<file path="config.mk">
export PLATFORM = sky130hd
export DESIGN_NAME = huffman_encoding
export DESIGN_NICKNAME = d
export VERILOG_FILES = /design/src/rtl/huffman_encoding.sv
export SDC_FILE = /design/constraint.sdc
export NUM_CORES = 1
export LEC_CHECK = 0
export ABC_AREA = 1
export ABC_CLOCK_PERIOD_IN_PS = 5400
export CAP_MARGIN = 40
export CORE_ASPECT_RATIO = 1.4
export CORE_MARGIN = 8
export CORE_UTILIZATION = 50
export CTS_BUF_LIST = sky130_fd_sc_hd__clkbuf_4 sky130_fd_sc_hd__clkbuf_8 sky130_fd_sc_hd__clkbuf_16
export CTS_CLUSTER_SIZE = 40
export DETAILED_ROUTE_END_ITERATION = 8
export PLACE_DENSITY = 0.78
export SETUP_SLACK_MARGIN = 0.05
export SYNTH_ARGS = -nofsm -noshare
export SYNTH_HDL_FRONTEND = slang
export SYNTH_SLANG_ARGS = --single-unit
export TNS_END_PERCENT = 10
</file>
<file path="constraint.sdc">
create_clock -name CLK -period 5.4 [get_ports CLK]
set_input_delay 1.08 -clock CLK [delete_from_list [all_inputs] [get_ports CLK]]
set_output_delay 1.08 -clock CLK [all_outputs]
set_load 0.05 [all_outputs]
</file>
<file path="src/rtl/huffman_encoding.sv">
// Huffman encoder stage: buffers 4-bit symbols in a small FIFO and emits the
// matching 2-7 bit prefix code serially, MSB first, under CODING_RDY backpressure.
// Optional statistics counters (BIT_CNT, SYM_CNT) are built when HUFF_STATS_EN
// is defined.
module huffman_encoding #(
  parameter int unsigned FIFO_DEPTH = 4
) (
  input  logic        CLK,
  input  logic        RST,
  input  logic [3:0]  SYM_IN,
  input  logic        SYM_VALID,
  output logic        SYM_RDY,
  output logic        CODING_OUT,
  output logic        CODING_EN,
  input  logic        CODING_RDY,
  output logic        IDLE
`ifdef HUFF_STATS_EN
  ,
  output logic [31:0] BIT_CNT,
  output logic [15:0] SYM_CNT
`endif
);

  localparam int unsigned PtrW = (FIFO_DEPTH > 1) ? $clog2(FIFO_DEPTH) : 1;
  localparam int unsigned CntW = PtrW + 1;
  localparam logic [PtrW-1:0] PtrOne  = PtrW'(1);
  localparam logic [CntW-1:0] CntOne  = CntW'(1);
  localparam logic [CntW-1:0] CntFull = CntW'(FIFO_DEPTH);

  typedef enum logic [0:0] {StIdle, StShift} state_e;

  // Symbol FIFO storage and bookkeeping
  logic [3:0]      fifo_mem [FIFO_DEPTH];
  logic [PtrW-1:0] wr_ptr_q;
  logic [PtrW-1:0] rd_ptr_q;
  logic [CntW-1:0] count_q;
  logic            fifo_full;
  logic            fifo_empty;
  logic            push;
  logic            pop;

  // Serialiser state
  state_e          state_q;
  logic [6:0]      shift_q;
  logic [2:0]      remain_q;
  logic            bit_fire;
  logic            last_bit;

  // Code ROM output for the symbol at the FIFO head
  logic [3:0]      head_sym;
  logic [6:0]      rom_code;
  logic [2:0]      rom_len;

  assign fifo_full  = (count_q == CntFull);
  assign fifo_empty = (count_q == '0);
  assign head_sym   = fifo_mem[rd_ptr_q];

  // No pass-through: a full FIFO refuses a push even when it pops this cycle
  assign SYM_RDY    = !fifo_full;
  assign push       = SYM_VALID && !fifo_full;

  assign bit_fire   = (state_q == StShift) && CODING_RDY;
  assign last_bit   = (remain_q == 3'd1);

  // Pop when the shifter is empty, or when its last bit leaves this cycle
  assign pop        = !fifo_empty &&
                      ((state_q == StIdle) || (bit_fire && last_bit));

  assign CODING_EN  = (state_q == StShift);
  assign CODING_OUT = shift_q[6];
  assign IDLE       = fifo_empty && (state_q == StIdle);

  // Code table: left-justified 7-bit code plus its length
  always_comb begin
    rom_code = 7'b0000000;
    rom_len  = 3'd7;
    unique case (head_sym)
      4'd0: begin rom_code = 7'b0000000; rom_len = 3'd2; end
      4'd1: begin rom_code = 7'b0100000; rom_len = 3'd2; end
      4'd2: begin rom_code = 7'b1000000; rom_len = 3'd3; end
      4'd3: begin rom_code = 7'b1010000; rom_len = 3'd3; end
      4'd4: begin rom_code = 7'b1100000; rom_len = 3'd4; end
      4'd5: begin rom_code = 7'b1101000; rom_len = 3'd4; end
      default: begin
        // 6..15 map to 111 followed by (sym-6) as four bits
        rom_code = {3'b111, head_sym - 4'd6};
        rom_len  = 3'd7;
      end
    endcase
  end

  // FIFO storage write; contents need no reset since count gates every read
  always_ff @(posedge CLK) begin
    if (push) begin
      fifo_mem[wr_ptr_q] <= SYM_IN;
    end
  end

  // FIFO pointers and occupancy
  always_ff @(posedge CLK) begin
    if (RST) begin
      wr_ptr_q <= '0;
      rd_ptr_q <= '0;
      count_q  <= '0;
    end else begin
      if (push) begin
        wr_ptr_q <= wr_ptr_q + PtrOne;
      end
      if (pop) begin
        rd_ptr_q <= rd_ptr_q + PtrOne;
      end
      unique case ({push, pop})
        2'b10:   count_q <= count_q + CntOne;
        2'b01:   count_q <= count_q - CntOne;
        default: count_q <= count_q;
      endcase
    end
  end

  // Serialiser FSM: loads a code from the FIFO head and shifts it out MSB first
  always_ff @(posedge CLK) begin
    if (RST) begin
      state_q  <= StIdle;
      shift_q  <= '0;
      remain_q <= '0;
    end else begin
      unique case (state_q)
        StIdle: begin
          if (pop) begin
            shift_q  <= rom_code;
            remain_q <= rom_len;
            state_q  <= StShift;
          end
        end
        StShift: begin
          if (bit_fire) begin
            if (!last_bit) begin
              shift_q  <= {shift_q[5:0], 1'b0};
              remain_q <= remain_q - 3'd1;
            end else if (pop) begin
              // Back-to-back codes: next code replaces the finished one, no bubble
              shift_q  <= rom_code;
              remain_q <= rom_len;
            end else begin
              shift_q  <= '0;
              remain_q <= '0;
              state_q  <= StIdle;
            end
          end
        end
        default: begin
          state_q  <= StIdle;
          shift_q  <= '0;
          remain_q <= '0;
        end
      endcase
    end
  end

`ifdef HUFF_STATS_EN
  // Free-running statistics: bits accepted downstream and symbols accepted
  always_ff @(posedge CLK) begin
    if (RST) begin
      BIT_CNT <= '0;
      SYM_CNT <= '0;
    end else begin
      if (bit_fire) begin
        BIT_CNT <= BIT_CNT + 32'd1;
      end
      if (push) begin
        SYM_CNT <= SYM_CNT + 16'd1;
      end
    end
  end
`endif

  // Occupancy never exceeds the FIFO depth
  assert property (@(posedge CLK) disable iff (RST) count_q <= CntFull);

  // A shifting code always has at least one bit left
  assert property (@(posedge CLK) disable iff (RST)
                   (state_q == StShift) |-> (remain_q != 3'd0));

endmodule

</file>
==> results of run 1 <==
cells in the mapped netlist, types with 2 or more instances:
cell	instances	area share, %
sky130_fd_sc_hd__nand2_1	39	8.7
sky130_fd_sc_hd__dfxtp_1	20	24
sky130_fd_sc_hd__nand3_1	14	4.2
sky130_fd_sc_hd__nor2_1	17	3.8
sky130_fd_sc_hd__inv_1	23	5.1
sky130_fd_sc_hd__o21ai_1	8	2.4
sky130_fd_sc_hd__o21ai_2	2	1.0
sky130_fd_sc_hd__clkinv_1	4	0.89
sky130_fd_sc_hd__o21ai_0	5	1.5
sky130_fd_sc_hd__inv_2	2	0.45
sky130_fd_sc_hd__nand3_2	2	1.2
sky130_fd_sc_hd__edfxtp_1	16	29
sky130_fd_sc_hd__nand2_2	3	1.1
sky130_fd_sc_hd__a21oi_1	22	6.6
sky130_fd_sc_hd__ha_1	8	6.0
final cells by class:
class / count / area (um^2) / share of cell area (%)
multi-input cells: 127 / 674 / 34.0
repair buffers: 11 / 110 / 5.55
clock inverters: 3 / 90.1 / 4.54
flip-flops and latches: 36 / 881 / 44.4
inverters: 29 / 109 / 5.49
clock buffers: 5 / 68.8 / 3.47
well taps: 40 / 50.0 / 2.52
kinds of logic (layout without fill, tap and decap cells):
| kind of cell | after synthesis | after routing | share of synthesized area, % |
|---|---|---|---|
| simple gates | 76 | 76 | 19.4 |
| compound gates | 42 | 42 | 13.6 |
| flops | 36 | 36 | 52.4 |
| buf+inv | 32 | 48 | 7.45 |
| fa+ha+maj | 9 | 9 | 7.15 |
flip-flops by register name, summed over array words and instances (netlist names), named ones only:
| name | cells |
|---|---|
| remain_q | 3 |
| CODING_EN | 1 |
| shift_q | 7 |
| wr_ptr_q | 2 |
| fifo_mem | 16 |
| rd_ptr_q | 2 |
| count_q | 3 |
through the flow:
stage	cells	setup WS, ns
2_1_floorplan	195	2.97
3_3_place_gp	243	2.45
3_5_place_dp	243	2.42
4_1_cts	251	2.54
5_1_grt	251	2.44
6_report	251	2.57
power by group through the flow:
stage	Clock [uW]	Sequential [uW]	Combinational [uW]
2_1_floorplan	0	412	437
3_3_place_gp	0	406	548
3_5_place_dp	0	408	558
4_1_cts	334	403	561
5_1_grt	346	412	634
6_report	327	402	555
final timing paths:
check	startpoint	to	slack, ns	cells past startpoint
setup / recovery	count_q[0]	IDLE	2.57	4
hold / removal	rd_ptr_q[1]	flip-flop	0.49	1
setup reg to reg	remain_q[0]	count_q[2]	3.33	13
hold reg to reg	rd_ptr_q[1]	flip-flop	0.49	1
worst max-delay path, delay by kind of cell, from the launching register on:
| family | cells | cell delay, ns |
|---|---|---|
| AND/OR/NAND/NOR | 2 | 0.23 |
| flip-flops | 1 | 0.32 |
| buffers and inverters | 2 | 0.92 |
metal layers:
metal / part of all wire [%] / wire length, um / track usage [%]
met1: 39 / 1110 / 11.1
met2: 54 / 1550 / 20.4
met4: 3.2 / 93 / 7.77
met5: 0 / 0 / 0
met3: 4.1 / 118 / 4.79
==> metrics.txt, run 1 <==
outcome=finished clean; maximum fanout count along the critical path=5; maximum number of pins on one net before global-route repair=15; Max Slew Vio Count=0; required time reported for the critical path endpoint=~4.3 ns; CTS sink cnt=36; worst setup path class=reg -> out; height of the die=84.6 um; via count normalized by instance count=5.05; max cap viols=0; dominant synthesized flop cell=sky130_fd_sc_hd__dfxtp_1; fin area=about 0.002 mm^2; total number of vias=about 1300; area overhead of the layout relative to synthesis=18.0%; Async SR Flop Fraction=0%; number of optimization iterations in the first detailed-route pass=4; Max Root-Sink Buffers=2; post-detailed-routing wire length=about 2.9 mm; post-route ant nets=0; portion of the clock cycle consumed by the worst path in the final layout=52.5%; switching power=between 500 and 600 uW; root buffer cell=sky130_fd_sc_hd__clkbuf_8; total placed instance area=approximately 0.0018 mm^2; longest individual stage delay on the worst path=~0.81 ns; relative contribution of the clock network to total power=about a quarter; mean area per synthesized cell=8.62 um^2; register bit count reported by yosys=36; max_slew headroom=around two thirds; hold buffer count at CTS=0; number of placed I/O pins=12; minimum hold slack=0.491 ns; number of enable flip-flop cells after synthesis=16; half-perimeter wire length after detailed placement=2.21 mm; data arrival time at the worst-slack endpoint=~1.8 ns; wire length per cell=between 10 and 15 um; Sequential Power Share=between 30% and 40%; final worst clock skew=around 0.0057 ns; total CTS buffers=5; number of library cell types mapped by synthesis=25; sequence of cells on the critical path=clkinv_1, nand3_2, nor2_1, clkdlybuf4s50_1; wire length of the first global-routing pass=approximately 5 mm; unrepaired setup endpoints after global routing=no; Overall Global Routing Usage=11.8%; postcts setup bufs=0; number of filler instances in the final layout=between 200 and 300; Internal Dissipation=between 700 and 800 uW; layout cells sized above 1=roughly 8.1%; sequential-to-total area share from yosys stat=a little over half; combined area of all synthesized cells=approximately 0.0017 mm^2; antenna violations before repair=0; clock edge transition at the registers on the reported setup and hold paths=roughly 0.07 ns; total number of H-tree levels=2; Final Hold Viols=0; insertion delay of the later-clocked pin in the worst-skew pair=slightly below 0.3 ns; yosys warns=0; core area=roughly 0.0033 mm^2; most common cell after layout, fill and taps aside=sky130_fd_sc_hd__nand2_1; Worst path slowest cell=sky130_fd_sc_hd__clkdlybuf4s50_1; worst supply voltage drop on vdd=0.000442 V; remaining global-route overflow=0; NumNets Final=roughly 230; Cells after Synth=195; count of inserted antenna diode cells=0; Power Total=roughly 1300 uW; capturing element type of the critical path=output pin; post-cts sizing count=0; combinational group share of total power=between 40% and 50%; last weighted congestion value of the routability-driven placer=around 0.8; final critical delay including setup and external delays=roughly 2.8 ns; initial core utilization=approximately half; row count=25; IO Port Bufs=11; type of origin of the critical path=flip-flop; synthesized netlist net count=212; leakage dissipation=0.000857 uW; number of violations reported at the end of detailed-routing iteration 0=21; Setup-failing EPs final=0; Die ar.=between 0.005 and 0.006 mm^2; PD cells=roughly 650 mW/mm^2; vias in the first global route=between 1000 and 1500; maximum clock rate=approximately 350 MHz; accumulated negative setup slack=0 ns; commonest non-fill, non-tap cells in the layout=sky130_fd_sc_hd__nand2_1, sky130_fd_sc_hd__inv_1, sky130_fd_sc_hd__a21oi_1; transition time at the pin with the least slew margin=0.496 ns; Die X-Extent=65.0 um; sw frac=39.6%; end-of-flow core utilization=between 60 and 70%; clock tree from TritonCTS=yes; type of the most critical hold path=reg -> reg; number of design rule violations left after detail routing=0
Power figures use the tool's default switching activity.
==> run 2, diff against run 1 <==
--- a/config.mk
+++ b/config.mk
@@ -6,7 +6,7 @@
 export NUM_CORES = 1
 export LEC_CHECK = 0
 export ABC_AREA = 1
-export ABC_CLOCK_PERIOD_IN_PS = 5400
+export ABC_CLOCK_PERIOD_IN_PS = 2700
 export CAP_MARGIN = 40
 export CORE_ASPECT_RATIO = 1.4
 export CORE_MARGIN = 8
==> constraint.sdc (replaced) <==
create_clock -name CLK -period 2.7 [get_ports CLK]
set_input_delay 0.54 -clock CLK [delete_from_list [all_inputs] [get_ports CLK]]
set_output_delay 0.54 -clock CLK [all_outputs]
set_load 0.05 [all_outputs]
==> metrics.txt, run 2 (synthesized netlist as in run 1, its figures left out) <==
outcome=finished clean; total number of H-tree levels=2; Overall Global Routing Usage=11.5%; CTS sink cnt=36; data arrival time at the worst-slack endpoint=between 1.5 and 2 ns; Max Slew Vio Count=0; commonest non-fill, non-tap cells in the layout=sky130_fd_sc_hd__nand2_1, sky130_fd_sc_hd__inv_1, sky130_fd_sc_hd__a21oi_1; transition time at the pin with the least slew margin=0.497 ns; count of inserted antenna diode cells=0; area of the multi-input gates=around 670 um^2; accumulated negative setup slack=0 ns; required time reported for the critical path endpoint=between 2 and 2.5 ns; startpoint of the tightest hold check path=rd_ptr_q[1]; Final Hold Viols=0; longest individual stage delay on the worst path=~0.8 ns; setup slack on the worst flop-to-flop path=~0.60 ns; post-route ant nets=0; Largest register FFs=16; NumNets Final=roughly 230; height of the die=~85 um; root buffer cell=sky130_fd_sc_hd__clkbuf_8; PD cells=1230 mW/mm^2; Worst path slowest cell=sky130_fd_sc_hd__clkdlybuf4s50_1; leakage dissipation=around 0.00083 uW; end-of-flow core utilization=about three fifths; sequence of cells on the critical path=clkinv_1, nand3_2, nor2_1, clkdlybuf4s50_1; worst setup path class=reg -> out; post-cts sizing count=0; core area=0.00328 mm^2; final critical delay including setup and external delays=around 2.3 ns; footprint of the flip-flops and latches=between 800 and 900 um^2; half-perimeter wire length after detailed placement=2.21 mm; Max Root-Sink Buffers=2; max cap viols=0; largest reg by FF count=fifo_mem; worst supply voltage drop on vdd=between 0.0008 and 0.0009 V; WP buf/inv=2; maximum clock rate=434 MHz; wire length of the first global-routing pass=between 5 and 6 mm; pre-CTS setup slack=~0.26 ns; hold buffer count at CTS=0; max_slew headroom=roughly two thirds; capturing element type of the critical path=output pin; cell family with the largest share of critical-path delay=buffers and inverters; Die X-Extent=about 65 um; type of the most critical hold path=reg -> reg; total number of vias=1258; most common cell after layout, fill and taps aside=sky130_fd_sc_hd__nand2_1; unrepaired setup endpoints after global routing=no; number of violations reported at the end of detailed-routing iteration 0=37; number of placed I/O pins=12; IO Port Bufs=11; type of origin of the critical path=flip-flop; remaining global-route overflow=0; final worst clock skew=slightly above 0.006 ns; post-detailed-routing wire length=around 2.9 mm; Setup-failing EPs final=0; maximum fanout count along the critical path=5; layout cells sized above 1=roughly 8%; total CTS buffers=5; postcts setup bufs=0; row count=25; last weighted congestion value of the routability-driven placer=~0.81; worst setup path startpoint=count_q[0]; area overhead of the layout relative to synthesis=15.2%; number of optimization iterations in the first detailed-route pass=4; FF-to-FF Start=remain_q[0]; via count normalized by instance count=approximately 5.0; number of filler instances in the final layout=~310; final worst slack=roughly 0.40 ns; antenna violations before repair=0; insertion delay of the later-clocked pin in the worst-skew pair=roughly 0.29 ns; initial core utilization=approximately 51%; largest registers=fifo_mem (16), shift_q (7); clock tree from TritonCTS=yes; wire length per cell=roughly 11 um; clock edge transition at the registers on the reported setup and hold paths=roughly 0.070 ns; portion of the clock cycle consumed by the worst path in the final layout=a little under nine tenths; maximum number of pins on one net before global-route repair=15; number of design rule violations left after detail routing=0; vias in the first global route=1172; Die ar.=~0.0055 mm^2
==> run 2: report_power, final <==
part           internal, uW  leakage, uW  switching, uW
Clock                   273    0.0000541            192
Sequential              709     0.000312           93.7
Combinational           380     0.000466            731
Total                  1360     0.000833           1020
==> run 2: path summary, 6_finish.rpt <==
kind | to | cells after the start
max | IDLE | 4
min | flip-flop | 1
max reg2reg | count_q[2] | 13
min reg2reg | flip-flop | 1
==> run 2: routing by layer <==
metal / vias to the layer above / track usage (%) / wire, um
li1: 671 / - / -
met1: 563 / 11.1 / 1140
met2: 19 / 20.8 / 1570
met3: 5 / 4.39 / 122
met4: 0 / 5.38 / 51
met5: - / 0 / 0
==> run 2: metrics by stage <==
step	hold slack [ns]	instances	area [um^2]	total power (uW)
2_1_floorplan	0.453	195	1680	1700
3_3_place_gp	0.468	243	1820	1910
3_5_place_dp	0.482	243	1820	1930
4_1_cts	0.494	251	1940	2400
5_1_grt	0.519	251	1940	2580
6_report	0.491	251	1940	2380
==> run 2: cell type report <==
type	instances	area share, %
Multi-Input combinational cell	127	34.8
Clock buffer	5	3.56
Sequential cell	36	45.5
Inverter	29	5.62
Timing Repair Buffer	11	5.69
Tap cell	40	2.59
Clock inverter	3	2.20
==> run 3, diff against run 2 <==
--- a/config.mk
+++ b/config.mk
@@ -10,11 +10,11 @@
 export CAP_MARGIN = 40
 export CORE_ASPECT_RATIO = 1.4
 export CORE_MARGIN = 8
-export CORE_UTILIZATION = 50
+export CORE_UTILIZATION = 30
 export CTS_BUF_LIST = sky130_fd_sc_hd__clkbuf_4 sky130_fd_sc_hd__clkbuf_8 sky130_fd_sc_hd__clkbuf_16
 export CTS_CLUSTER_SIZE = 40
 export DETAILED_ROUTE_END_ITERATION = 8
-export PLACE_DENSITY = 0.78
+export PLACE_DENSITY = 0.54
 export SETUP_SLACK_MARGIN = 0.05
 export SYNTH_ARGS = -nofsm -noshare
 export SYNTH_HDL_FRONTEND = slang
==> metrics.txt, run 3 (synthesized netlist as in run 1, its figures left out) <==
outcome=finished clean; post-route non-filler standard cell count=around 280; accumulated negative setup slack=0 ns; maximum fanout count along the critical path=3; worst supply voltage drop on vdd=0.000384 V; largest registers=fifo_mem (16), shift_q (7); number of violations reported at the end of detailed-routing iteration 0=69; postcts setup bufs=0; largest reg by FF count=fifo_mem; sw frac=between 40% and 50%; Overall Global Routing Usage=8.24%; Setup-failing EPs final=0; worst setup path startpoint=count_q[1]; number of filler instances in the final layout=roughly 620; row count=32; relative contribution of the clock network to total power=roughly 17%; FF-to-FF path depth=14; max_slew headroom=about 67%; Internal Dissipation=roughly 1300 uW; worst setup path class=reg -> out; clock tree from TritonCTS=yes; total number of H-tree levels=2; CTS sink cnt=36; transition time at the pin with the least slew margin=about 0.50 ns; Worst path slowest cell=sky130_fd_sc_hd__clkdlybuf4s50_1; required time reported for the critical path endpoint=2.16 ns; Worst Hold Depth=2; Max Slew Vio Count=0; type of the most critical hold path=reg -> reg; Die X-Extent=approximately 79 um; post-route ant nets=0; hold buffer count at CTS=0; FF-to-FF Start=remain_q[1]; number of design rule violations left after detail routing=0; Largest register FFs=16; layout cells sized above 1=around 7.6%; data arrival time at the worst-slack endpoint=approximately 1.7 ns; Final Hold Viols=0; clock edge transition at the registers on the reported setup and hold paths=0.07 ns; root buffer cell=sky130_fd_sc_hd__clkbuf_8; area overhead of the layout relative to synthesis=15.9%; most common cell after layout, fill and taps aside=sky130_fd_sc_hd__nand2_1; type of origin of the critical path=flip-flop; last weighted congestion value of the routability-driven placer=a little over 0.7; final worst slack=roughly 0.42 ns; insertion delay of the later-clocked pin in the worst-skew pair=just under 0.3 ns; number of placed I/O pins=12; max cap viols=0; maximum clock rate=~440 MHz; maximum number of pins on one net before global-route repair=15; setup slack on the worst flop-to-flop path=0.62 ns; Max Root-Sink Buffers=2; Power Total=around 2300 uW; capturing element type of the critical path=output pin; wire length of the first global-routing pass=5.53 mm; portion of the clock cycle consumed by the worst path in the final layout=between 80 and 90%; commonest non-fill, non-tap cells in the layout=sky130_fd_sc_hd__nand2_1, sky130_fd_sc_hd__inv_1, sky130_fd_sc_hd__a21oi_1; wire length per cell=approximately 11 um; half-perimeter wire length after detailed placement=2.34 mm; total CTS buffers=5; core area=roughly 0.0054 mm^2; longest individual stage delay on the worst path=0.82 ns; count of inserted antenna diode cells=0; PD cells=approximately 1200 mW/mm^2; worst-case hold path end point=count_q[2]; post-cts sizing count=0; height of the die=about 100 um; total number of vias=around 1300; NumNets Final=around 230; sequence of cells on the critical path=clkinv_1, nand3_1, clkdlybuf4s50_1; final worst clock skew=0.00527 ns; final critical delay including setup and external delays=between 2 and 2.5 ns; startpoint of the tightest hold check path=count_q[2]; unrepaired setup endpoints after global routing=no; instance count after placement with tap cells included=around 270; combinational group share of total power=between 40% and 50%; vias in the first global route=~1300; initial core utilization=a little under a third; Sequential Power Share=34.9%; number of optimization iterations in the first detailed-route pass=4; post-detailed-routing wire length=3.05 mm; leakage dissipation=about 0.00082 uW; switching power=1020 uW; antenna violations before repair=0; via count normalized by instance count=4.56; remaining global-route overflow=0; Die ar.=a little over 0.008 mm^2; IO Port Bufs=11; pre-CTS setup slack=between 0.2 and 0.25 ns; capture point of the worst reg-to-reg path=count_q[2]
## run 3: layer usage
layer / GRT usage [%] / wire length, um / vias up
met5: 0 / 0 / -
met4: 4.79 / 73 / 0
met3: 2.32 / 86 / 7
met2: 14.1 / 1560 / 14
met1: 8.71 / 1330 / 579
li1: - / - / 672
## run 3: power by group through the flow
| stage | combinational (uW) | sequential (uW) | clock (uW) |
|---|---|---|---|
| 2_1_floorplan | 874 | 823 | 0 |
| 3_3_place_gp | 1120 | 813 | 0 |
| 3_5_place_dp | 1130 | 813 | 0 |
| 4_1_cts | 1130 | 802 | 397 |
| 5_1_grt | 1300 | 822 | 419 |
| 6_report | 1110 | 800 | 378 |
## run 3: worst max path at each step
stage | end | cells after the start
detailed placement | count_q[2] | 13
CTS | IDLE | 4
finish | SYM_RDY | 3
global route | IDLE | 4
global placement | count_q[2] | 13
floorplan | count_q[2] | 11
## run 3: final cells by class
class	count	area, um^2	share of cell area (%)
clock buffers	6	76.3	3.92
clock inverters	2	11.3	0.578
inverters	29	109	5.59
multi-input cells	127	674	34.6
flip-flops and latches	36	881	45.2
well taps	68	85.1	4.37
repair buffers	11	110	5.66
## run 3: critical path, delay by kind of cell (launching register included)
| kind | cells | cell delay [ns] |
|---|---|---|
| simple gates | 1 | 0.16 |
| flops | 1 | 0.35 |
| buf+inv | 2 | 0.96 |
## run 3: stage by stage
step           util [%]  area [um^2]  hold WS (ns)
2_1_floorplan         -         1680         0.453
3_3_place_gp       34.1         1860         0.470
3_5_place_dp       34.1         1860         0.474
4_1_cts            35.8         1950         0.487
5_1_grt            35.8         1950         0.508
6_report           35.8         1950         0.485
